### src/rtl/lutram_shadow.sv
// Purpose: shadow copy of the LUTRAM under test: one data bit plus one known bit per word.
// Latency: reads are combinational; writes take effect after the clock edge.
// Backpressure: none; a write is accepted on every cycle we_i is high.
// Ports: clk_i/rst_n_i clock and async active-low reset (clears the known mask only),
//        we_i/wa_i/d_i write port, ra0_i/ra1_i read addresses, q*_o data, k*_o known flags.
module lutram_shadow #(
  parameter int A_WIDTH = 6
) (
  input  logic               clk_i,
  input  logic               rst_n_i,
  input  logic               we_i,
  input  logic [A_WIDTH-1:0] wa_i,
  input  logic               d_i,
  input  logic [A_WIDTH-1:0] ra0_i,
  input  logic [A_WIDTH-1:0] ra1_i,
  output logic               q0_o,
  output logic               k0_o,
  output logic               q1_o,
  output logic               k1_o
);

  localparam int DEPTH = 1 << A_WIDTH;

  logic [DEPTH-1:0] r_data;
  logic [DEPTH-1:0] r_known;

  // Data bits are meaningless until their known bit is set, so they carry no reset.
  always_ff @(posedge clk_i) begin
    if (we_i) r_data[wa_i] <= d_i;
  end

  always_ff @(posedge clk_i or negedge rst_n_i) begin
    if (!rst_n_i)  r_known       <= '0;
    else if (we_i) r_known[wa_i] <= 1'b1;
  end

  assign q0_o = r_data[ra0_i];
  assign k0_o = r_known[ra0_i];
  assign q1_o = r_data[ra1_i];
  assign k1_o = r_known[ra1_i];

endmodule

### config.mk
export PLATFORM = sky130hd
export DESIGN_NAME = lutram_shadow
export DESIGN_NICKNAME = d
export VERILOG_FILES = /design/src/rtl/lutram_shadow.sv
export SDC_FILE = /design/constraint.sdc
export NUM_CORES = 1
export LEC_CHECK = 0
export BUFFER_PORTS_ARGS = -buffer_cell sky130_fd_sc_hd__buf_4
export CAP_MARGIN = 40
export CORE_ASPECT_RATIO = 0.5
export CORE_MARGIN = 2
export CORE_UTILIZATION = 60
export CTS_BUF_LIST = sky130_fd_sc_hd__clkbuf_8
export DETAILED_ROUTE_END_ITERATION = 10
export PLACE_DENSITY = 0.78
export SETUP_SLACK_MARGIN = 0.2
export SYNTH_ARGS = -nofsm -noshare
export SYNTH_HDL_FRONTEND = slang
export SYNTH_SLANG_ARGS = --single-unit
### constraint.sdc
create_clock -name clk_i -period 2.2 [get_ports clk_i]
set_input_delay 0.11 -clock clk_i [delete_from_list [all_inputs] [get_ports clk_i]]
set_output_delay 0.11 -clock clk_i [all_outputs]
set_load 0.01 [all_outputs]
==> results.md <==
* Post-synthesis register bit count at 128
* Pre-CTS setup slack at 0.05006 ns
* Yosys warnings at 0
* Share of total power in the clock network at 0.352
* Final Wtd Congestion at 1.004
* Slew Viols, Final at 0
* Post-synth EDFFs at 64
* Max-Cap Viols at 0
* Reg-to-Reg Start: r_known[35]$_DFFE_PN0P_
* VDD IR-drop max at approximately 0.46 mV
* Tmin final at 2.356 ns
* Clk_lat worst skew at 0.44 ns
* Area growth, synth to finish at 13.85%
* RSZ-0062 raised after global routing: yes
* CTS root buf: clkbuf_8
* Worst hold path class: input port to flip-flop
* Worst Path Required at roughly 2.1 ns
* IO Count at 26
* Number of antenna violations at the first check in global routing at 0
* Slowest cell delay on critical path at 0.56 ns
* Fin crit share at 1.071
* Synth Flop Type: edfxtp_1
* Failing checks: setup timing
* Initial core utilization at 0.6285
* Worst Setup SP: r_data[7]$_DFFE_PP_
* HP Start: d_i
* Crit-path slowest cell: mux4_1
* Critical path class: flip-flop to output port
* Post-DR vias/cell at 6.924
* CTS sink count at ~130
* Port bufs at 25
* Row count at 26
* R2r endpoint: r_known[35]$_DFFE_PN0P_
* Final Hold Viols at 0
* Synth unique cells at between 40 and 50
* Hold depth at 1
* Sw Ratio at 0.2568
* Syn_nets at 482
* Switch Pwr at about 0.0016 W
* Core box area at 10380 um^2
* Min Hold Slack at approximately 0.23 ns
* CTS tree: done
* Vias post-DR at about 4500
* Initial DRT Pass Iterations at 5
* Gr usage total at 0.3139
* Worst slew pin tran at 0.8654 ns
* Iteration-0 DRC Markers at between 500 and 600
* CTS Buf Count at 17
* Sum Neg Setup Slack at -0.4092 ns
* CP Capture Type: output port
* Async S/R FF share, synth at 0.5000
* Reg power frac at 0.479
* Antenna cell count at 0
* Final WL at 17030 um
* DRC Markers at 0
* Clock tree buffer depth at 2
* # setup viols final at 4
* Post-Synthesis Cell Area at 6523 um^2
* F_max at about 0.42 GHz
* Power Internal at approximately 0.0046 W
* Mean Syn Cell Area at 14.18 um^2
* Die W at 151.5 um
* First-pass GRT wire length at around 26000 um
* Die Span Y at 77.73 um
* Family with the most delay on the worst path: multiplexers
* Register area share after synthesis at 0.5402
* R2R depth at 2
* Clock skew at 0 ns
* Cells after synthesis at 460
* Largest net degree at the start of global routing at 65
* Clk slew on worst S/H paths at 0.07 ns
* H-tree levels at 4
* Combinational share of power at 0.169
* Startpoint Class: flip-flop
* CP max FO at 2
* Status: finished with violations
* Pwr Density at 827.0 nW/um^2
* Crit path DAT at around 2.3 ns
* Hold Path Sink: r_data[20]$_DFFE_PP_
* Overall Power at 0.006141 W
* DIE AREA at 11770 um^2
* GRT overflow at 0
* Layout cell share with drive strength beyond 1 at 0.4165
* Post-DP HPWL at ~11000 um
* Worst R2R Setup Slack at 1.24 ns
* Critical path buffers and inverters at 1
* Post-Route Utilization at 0.7156
* Vias in the first global route at ~4500
* Critical Path, Cell by Cell: mux4_1, a2111oi_4, or4_4, o21ai_2, buf_4
* Leak pwr at 2.896 nW
* Max_slew headroom at 0.4231
* Final worst slack at -0.1562 ns
* WL/cell at 26.24 um
* Post-DRT Antenna Nets at 0
* Nets at 519
## power groups by stage
stage | Clock, W | Sequential [W] | Combinational [W]
2_1_floorplan | 0 | 0.00289 | 0.000682
3_3_place_gp | 0 | 0.00295 | 0.000918
3_5_place_dp | 0 | 0.00298 | 0.000941
4_1_cts | 0.00217 | 0.00293 | 0.000999
5_1_grt | 0.00228 | 0.00296 | 0.00109
6_report | 0.00216 | 0.00294 | 0.00104
## cell type report
cell class	instances	area, um^2
clock inverter	10	133.9
sequential	128	3523
tap	140	175.2
clock buffer	21	289.0
inverter	2	7.507
multi-input combinational	302	2892
timing repair buffer	46	405.4
fill	668	2952
## sequential cells by signal, summed over array words and instances (netlist names)
| name | flops |
|---|---|
| r_known | 64 |
| r_data | 64 |
## layer usage
layer  vias up  track usage  wire [um]
li1       1827            -          -
met1      2313       0.4696       7043
met2       309       0.4376       7605
met3        45       0.1159       2002
met4         0      0.09065        379
met5         -            0          0
## per-stage QoR
stage	cells	area, um^2
final	649	7426
after global routing	649	7426
after CTS	647	7377
after detailed placement	611	6864
after global placement	611	6864
after floorplan	460	6523
## synthesized netlist by cell type, types with 2 or more instances
master    instances  area, um^2
nor2_1           71       266.5
or2_2            65       406.6
dfrtp_1          64        1602
edfxtp_1         64        1922
mux4_2           50        1126
mux2i_1          14       140.1
nand3_1          12       60.06
buf_2            11       55.05
mux4_1           11       289.0
nor2b_1          11       68.82
clkbuf_1         10       37.54
nand2_1           9       33.78
a22oi_1           7       52.55
a31oi_1           5       31.28
buf_6             5       56.30
nand3b_1          5       37.54
a211oi_1          4       30.03
o22ai_1           4       25.02
a22o_1            3       26.28
nor3_1            3       15.01
o21ai_1           3       15.01
a211o_1           2       17.52
a21oi_1           2       10.01
and2_1            2       12.51
inv_1             2       7.510
nand2b_1          2       12.51
o211ai_1          2       15.01
o21ai_0           2       10.01
or3b_2            2       17.52
## what timing repair did
action                                  4_1_cts  5_1_grt
endpoints found under the hold margin        64        0
hold buffers                                  1        0
endpoints found under the setup margin        4        4
pin swaps                                     7        2
buffers inserted                              4        2
gates resized for setup                      17        8
## worst max path at each step
stage / end / slack [ns] / cells past startpoint
floorplan: k0_o / 0.48 / 6
global placement: q1_o / 0.17 / 7
detailed placement: q1_o / 0.05 / 7
CTS: q1_o / -0.12 / 6
global route: k0_o / -0.22 / 6
finish: q1_o / -0.16 / 5
## worst register-to-register path, delay by kind of cell, from the launching register on
kind / cells / cell delay [ns]
DFF: 1 / 0.40
buffers and inverters: 1 / 0.15
and+or+nand+nor: 1 / 0.30
## cell families (layout without fill, tap and decap cells)
group / count (synthesis) / after routing / share of synthesized area
and+or+nand+nor: 186 / 186 / 0.1468
DFF: 128 / 128 / 0.5402
muxes: 76 / 76 / 0.2402
AOI/OAI and AO/OA: 40 / 40 / 0.04470
buffers and inverters: 30 / 79 / 0.02820
## layout by cell type (no fill, tap or decap), drive strengths merged, types with 2 or more instances in the layout
cell type,count
nor2,71
or2,65
edfxtp,64
dfrtp,64
mux4,61
buf,45
clkbuf,21
mux2i,14
nand3,12
nor2b,11
nand2,9
a22oi,7
nand3b,5
a31oi,5
clkinv,5
o21ai,5
o22ai,4
a211oi,4
nor3,3
a22o,3
bufinv,3
or3b,2
nand2b,2
o211ai,2
and2,2
a21oi,2
inv,2
a211o,2
clkinvlp,2
a2111oi,2
(Power assumes the default switching activity.)
